--- config.mk ---
export PLATFORM = sky130hd
export DESIGN_NAME = comm_sequencer
export DESIGN_NICKNAME = d
export VERILOG_FILES = /design/src/rtl/comm_seq_pkg.sv /design/src/rtl/cmd_fifo.sv /design/src/rtl/comm_sequencer.sv
export SDC_FILE = /design/constraint.sdc
export NUM_CORES = 1
export LEC_CHECK = 0
export BUFFER_PORTS_ARGS = -buffer_cell sky130_fd_sc_hd__buf_2
export CAP_MARGIN = 20
export CORE_ASPECT_RATIO = 0.8
export CORE_UTILIZATION = 60
export DETAILED_ROUTE_END_ITERATION = 6
export GPL_TIMING_DRIVEN = 0
export HOLD_SLACK_MARGIN = 0.08
export MAX_ROUTING_LAYER = met4
export PLACE_DENSITY = 0.83
export SLEW_MARGIN = 40
export SYNTH_ARGS = -nofsm -noshare
export SYNTH_HDL_FRONTEND = slang
export SYNTH_SLANG_ARGS = --single-unit
export TNS_END_PERCENT = 10
--- constraint.sdc ---
create_clock -name clk -period 6.1 [get_ports clk]
set_input_delay 0.61 -clock clk [delete_from_list [all_inputs] [get_ports clk]]
set_output_delay 0.61 -clock clk [all_outputs]
set_load 0.02 [all_outputs]
--- src/rtl/comm_seq_pkg.sv ---
// Shared types for the command sequencer: FSM states, the positive-ack
// code and the layout of one queued command.
package comm_seq_pkg;

    typedef enum logic [2:0] {
        S_IDLE,
        S_LOAD,
        S_SEND,
        S_WAIT_SNT,
        S_WAIT_RESP,
        S_CHECK,
        S_CLR,
        S_ABORT
    } state_t;

    localparam logic [7:0] POS_ACK = 8'hA5;

    typedef struct packed {
        logic [7:0]  cmd;
        logic [15:0] data;
    } entry_t;

endpackage

--- src/rtl/cmd_fifo.sv ---
// Command queue: DEPTH x 24-bit FIFO with flush. Writes while full are
// dropped; a write and a pop in the same cycle both take effect.
module cmd_fifo #(
    parameter int unsigned DEPTH = 8
) (
    input  logic        clk,
    input  logic        rst,
    input  logic        i_wr,
    input  logic [23:0] i_din,
    input  logic        i_rd,
    input  logic        i_flush,
    output logic [23:0] o_dout,
    output logic        o_full,
    output logic        o_empty
);
    localparam int unsigned AW = $clog2(DEPTH);

    logic [AW:0]  r_wr_ptr;
    logic [AW:0]  r_rd_ptr;
    logic [23:0]  r_mem [DEPTH];
    logic         w_do_wr;
    logic         w_do_rd;

    // Extra pointer bit distinguishes full from empty when the indices match.
    assign o_empty = (r_wr_ptr == r_rd_ptr);
    assign o_full  = (r_wr_ptr[AW] != r_rd_ptr[AW]) &&
                     (r_wr_ptr[AW-1:0] == r_rd_ptr[AW-1:0]);
    assign o_dout  = r_mem[r_rd_ptr[AW-1:0]];

    assign w_do_wr = i_wr && !o_full && !i_flush;
    assign w_do_rd = i_rd && !o_empty;

    always_ff @(posedge clk or posedge rst) begin
        if (rst) begin
            r_wr_ptr <= '0;
            r_rd_ptr <= '0;
        end else if (i_flush) begin
            r_rd_ptr <= r_wr_ptr;
        end else begin
            if (w_do_wr) r_wr_ptr <= r_wr_ptr + (AW+1)'(1);
            if (w_do_rd) r_rd_ptr <= r_rd_ptr + (AW+1)'(1);
        end
    end

    always_ff @(posedge clk) begin
        if (w_do_wr) r_mem[r_wr_ptr[AW-1:0]] <= i_din;
    end

endmodule

--- src/rtl/comm_sequencer.sv ---
// Drains a queue of commands to a CommMaster, one at a time, checking each
// response for a positive ack and retrying on timeout or negative ack.
module comm_sequencer
    import comm_seq_pkg::*;
#(
    parameter int unsigned DEPTH       = 8,
    parameter int unsigned TIMEOUT_CYC = 1250000,
    parameter int unsigned MAX_RETRY   = 2
) (
    input  logic        clk,
    input  logic        rst,
    input  logic        wr_en,
    input  logic [7:0]  wr_cmd,
    input  logic [15:0] wr_data,
    output logic        full,
    input  logic        go,
    output logic [7:0]  cmd,
    output logic [15:0] data,
    output logic        send_cmd,
    input  logic        frm_snt,
    input  logic        resp_rdy,
    input  logic [7:0]  resp,
    output logic        clr_resp_rdy,
    output logic        busy,
    output logic        done,
    output logic        err,
    output logic [7:0]  err_cmd,
    output logic [7:0]  ack_cnt
);
    localparam int unsigned TW = $clog2(TIMEOUT_CYC + 1);
    localparam int unsigned RW = (MAX_RETRY > 0) ? $clog2(MAX_RETRY + 1) : 1;

    state_t        r_state;
    state_t        w_next;
    logic          w_pop;
    logic          w_flush;
    logic          w_retry;
    logic          w_empty;
    logic          w_timeout;
    logic          w_can_retry;
    logic [23:0]   w_fifo_dout;
    entry_t        w_head;
    entry_t        w_wr_entry;

    logic [TW-1:0] r_tmo;
    logic [RW-1:0] r_retry;
    logic          r_nak;
    logic [7:0]    r_cmd;
    logic [15:0]   r_data;
    logic          r_done;
    logic          r_err;
    logic [7:0]    r_err_cmd;
    logic [7:0]    r_ack_cnt;

    assign w_wr_entry = '{cmd: wr_cmd, data: wr_data};
    assign w_head     = entry_t'(w_fifo_dout);

    cmd_fifo #(
        .DEPTH (DEPTH)
    ) u_fifo (
        .clk     (clk),
        .rst     (rst),
        .i_wr    (wr_en),
        .i_din   (w_wr_entry),
        .i_rd    (w_pop),
        .i_flush (w_flush),
        .o_dout  (w_fifo_dout),
        .o_full  (full),
        .o_empty (w_empty)
    );

    assign w_timeout   = (r_tmo == TW'(TIMEOUT_CYC - 1));
    assign w_can_retry = (r_retry < RW'(MAX_RETRY));

    always_ff @(posedge clk or posedge rst) begin
        if (rst) r_state <= S_IDLE;
        else     r_state <= w_next;
    end

    always_comb begin
        w_next  = r_state;
        w_pop   = 1'b0;
        w_flush = 1'b0;
        w_retry = 1'b0;
        unique case (r_state)
            S_IDLE:      if (go && !w_empty) w_next = S_LOAD;
            S_LOAD: begin
                w_pop  = 1'b1;
                w_next = S_SEND;
            end
            S_SEND:      w_next = S_WAIT_SNT;
            S_WAIT_SNT: begin
                // A response seen before the frame-sent pulse is still accepted.
                if (resp_rdy)       w_next = S_CHECK;
                else if (frm_snt)   w_next = S_WAIT_RESP;
                else if (w_timeout) w_retry = 1'b1;
            end
            S_WAIT_RESP: begin
                if (resp_rdy)       w_next = S_CHECK;
                else if (w_timeout) w_retry = 1'b1;
            end
            S_CHECK:     w_next = S_CLR;
            S_CLR: begin
                if (r_nak)          w_retry = 1'b1;
                else if (!w_empty)  w_next = S_LOAD;
                else                w_next = S_IDLE;
            end
            S_ABORT: begin
                w_flush = 1'b1;
                w_next  = S_IDLE;
            end
            default:     w_next = S_IDLE;
        endcase
        if (w_retry) w_next = w_can_retry ? S_SEND : S_ABORT;
    end

    always_ff @(posedge clk or posedge rst) begin
        if (rst) begin
            r_tmo     <= '0;
            r_retry   <= '0;
            r_nak     <= 1'b0;
            r_cmd     <= '0;
            r_data    <= '0;
            r_done    <= 1'b0;
            r_err     <= 1'b0;
            r_err_cmd <= '0;
            r_ack_cnt <= '0;
        end else begin
            r_done <= 1'b0;
            unique case (r_state)
                S_IDLE: if (go) begin
                    r_err     <= 1'b0;
                    r_ack_cnt <= '0;
                    if (w_empty) r_done <= 1'b1;
                end
                S_LOAD: begin
                    r_cmd   <= w_head.cmd;
                    r_data  <= w_head.data;
                    r_retry <= '0;
                end
                S_SEND:                  r_tmo <= '0;
                S_WAIT_SNT, S_WAIT_RESP: r_tmo <= r_tmo + TW'(1);
                S_CHECK: begin
                    r_nak <= (resp != POS_ACK);
                    if (resp == POS_ACK && r_ack_cnt != 8'hFF)
                        r_ack_cnt <= r_ack_cnt + 8'd1;
                end
                S_CLR:   if (w_next == S_IDLE) r_done <= 1'b1;
                S_ABORT: begin
                    r_err     <= 1'b1;
                    r_err_cmd <= r_cmd;
                end
                default: ;
            endcase
            if (w_retry && w_can_retry) r_retry <= r_retry + RW'(1);
        end
    end

    assign cmd          = r_cmd;
    assign data         = r_data;
    assign send_cmd     = (r_state == S_SEND);
    assign clr_resp_rdy = (r_state == S_CLR);
    assign busy         = (r_state != S_IDLE);
    assign done         = r_done;
    assign err          = r_err;
    assign err_cmd      = r_err_cmd;
    assign ack_cnt      = r_ack_cnt;

endmodule

==> results.py <==
metrics = {
    "sta": {
        "slew_violations": 0,
        "fin_tns_setup_ns": 0,
        "worst_slew_pin_slew_ns": 0.8257,
        "max_freq_mhz": 309.6,
        "timing.final.ws_setup_ns": 2.870,
        "relSlewSlack": 0.4495,
        "fin_skew_ns": 0.02447,
        "fin_crit_sh": 0.5295,
        "rsz0062_at_grt": "no",
        "setup_violations": 0,
        "hold_viol_final": 0,
        "period_needed_ns": 3.230,
        "whs_ns": 0.3277,
    },
    "clock_network": {
        "cts_tree": "yes",
        "h-tree-depth": 1,
        "clkSinkCount": 269,
        "cts-root-buf": "clkbuf_16",
        "cts_setup_buffers": 0,
        "clock_latency_ns": 0.55,
        "cts_max_path_buffers": 3,
        "cts_buffers": 26,
        "path_clk_slew_ns": 0.06,
    },
    "worst_hold_path": {
        "hold_depth": 1,
        "hold_path_class": "input pin to register",
    },
    "logic_synthesis": {
        "synth.avg_cell_area_um2": 16.73,
        "synth-seq-cells": 269,
        "yosysMostFrequentCell": "edfxtp_1",
        "yosys-top-cells-count": "192 x edfxtp_1, 77 x dfrtp_1, 48 x mux4_2",
        "synth_cell_types": 62,
        "synth_edf_count": 192,
        "postSynth.asyncResetShare": 0.2862,
        "synth.area.top_cells": "edfxtp_1 53%, dfrtp_1 18%, mux4_2 9.9%",
        "syn_nets": 697,
        "synth_largest_area_cell": "edfxtp_1",
        "syn-cell-area_um2": 10960,
        "yosysSeqAreaShare": 0.7018,
        "synthCells": 655,
        "ys_warn_count": 0,
        "synth_flop_cell": "edfxtp_1",
        "synth_top_area_share": 0.5260,
    },
    "placement": {
        "place_inst": 1014,
        "globalplace.congestion": 0.8775,
        "place_ws_ns": 2.862,
        "dp_hpwl_um": 16450,
        "dpl_cell_area_um2": 12000,
        "port_buffers": 83,
    },
    "flow_run": {
        "maxCapViolCount": 0,
    },
    "global_route": {
        "grtUsageTotal": 0.2771,
        "antenna_found_initial": 0,
        "grt_max_degree": 46,
        "grt_pass1_vias": 6748,
        "gr-total-overflow": 0,
        "grt_pass1_wl_um": 37350,
    },
    "setup_path": {
        "crit_slowest_cell": "nor4_2",
        "crit_arrival_ns": 3.48,
        "cp_top_family": "simple AND/OR/NAND/NOR gates",
        "endpoint_kind": "register",
        "slowest_delay_ns": 0.52,
        "required_ns": 6.35,
        "reg2regPathDepth": 9,
        "worst_setup_path_start_kind": "register",
        "crit_type": "register to register",
        "cp_common_cell": "buf_2",
        "cp.depth": 9,
        "path_cells": "clkbuf_1, nand3_1, nand2_1, or2_1, buf_2, nor4_2, buf_2, buf_2, buf_2",
        "cp_max_fo": 9,
        "cp_num_buf_inv": 5,
    },
    "finish": {
        "num_antenna_cells": 0,
        "final_util": 0.7273,
        "area_growth_pct": 16.75,
        "final_area_um2": 12800,
        "layout-drive-gt1-share": 0.3091,
        "fin_cells": 1063,
        "final_net_count": 860,
    },
    "drt": {
        "wl_um": 24450,
        "wl_per_cell_um": 23.00,
        "ant_nets": 0,
        "vias": 6678,
        "drtIter0Drc": 599,
        "viasPerCell": 6.282,
        "route.detailed.drc": 0,
        "firstDrtPassIters": 5,
    },
    "pwr": {
        "power_density_nw_per_um2": 477.0,
        "power_mw": 6.103,
        "p_leak_nw": 4.929,
        "vdd_drop_max_v": 0.0003293,
    },
    "die": {
        "core-area_um2": 17590,
        "rows": 43,
        "start_util": 0.6230,
        "die_area_um2": 18820,
        "io_pins": 84,
        "die_h_um": 122.9,
        "die_w_um": 153.1,
    },
    "status": {
        "status": "finished clean",
    },
}
==> final timing paths <==
path / startpoint / end / slack, ns
max in group asynchronous: rst / r_tmo[10]$_DFFE_PP0P_ / 4.94
setup / recovery: r_state[0]$_DFF_PP0_ / u_fifo.r_mem[4][10]$_DFFE_PP_ / 2.87
hold reg to reg: r_tmo[20]$_DFFE_PP0P_ / r_tmo[20]$_DFFE_PP0P_ / 0.49
hold / removal: wr_data[6] / u_fifo.r_mem[6][6]$_DFFE_PP_ / 0.33
min in group asynchronous: rst / err_cmd[6]$_DFFE_PP0P_ / 0.61
setup reg to reg: r_state[0]$_DFF_PP0_ / u_fifo.r_mem[4][10]$_DFFE_PP_ / 2.87
==> cell families (layout without fill, tap and decap cells) <==
kind of cell    count (synthesis)  after routing  share of synthesized area
simple gates                  151            151                    0.07203
buf+inv                        44            227                    0.01712
xor+xnor                       10             10                   0.007991
compound gates                 74             74                    0.04635
flops                         269            269                     0.7018
mux                           103            103                     0.1501
fa+ha+maj                       4              4                   0.004566
==> cell type report <==
| class | count | area (um^2) |
|---|---|---|
| clock inverter | 10 | 71.32 |
| multi-input combinational | 342 | 3129 |
| clock buffer | 38 | 715.7 |
| inverter | 9 | 38.79 |
| timing repair buffer | 135 | 710.7 |
| buffer | 35 | 156.4 |
| sequential | 269 | 7692 |
| fill | 1041 | 4797 |
| tap | 225 | 281.5 |
==> layer usage <==
layer,part of all wire,track usage
met3,0.077,0.03996
met4,0.033,0.1029
met5,0,-
met2,0.51,0.4763
met1,0.38,0.3414
==> sequential cells by signal, summed over array words and instances (netlist names) <==
signal and cells:
ack_cnt 8, cmd 8, data 16, done 1
err 1, err_cmd 8, r_nak 1, r_retry 2
r_state 3, r_tmo 21, u_fifo.r_mem 192, u_fifo.r_rd_ptr 4
u_fifo.r_wr_ptr 4
==> cell usage in the layout, fill, tap and decap left out, types with 11 or more instances in the layout <==
cell       count
mux2i_1       44
clkbuf_16     26
nor2_1        38
nand2_1       40
dfrtp_1       77
buf_2        142
clkbuf_1      29
edfxtp_1     192
mux2_2        11
a21oi_1       33
mux4_2        48
nand3_1       15
==> power by group <==
part / switching (mW) / leakage, nW / internal, mW
clock: 0.667 / 0.378 / 0.818
sequential: 0.170 / 2.69 / 2.35
combinational: 1.26 / 1.86 / 0.839
==> what timing repair did <==
| item | 4_1_cts | 5_1_grt |
|---|---|---|
| gates resized for setup | 0 | 0 |
| endpoints found under the hold margin | 32 | 0 |
| hold buffers | 1 | 0 |
Note: power is estimated with default switching activity, not from simulation.
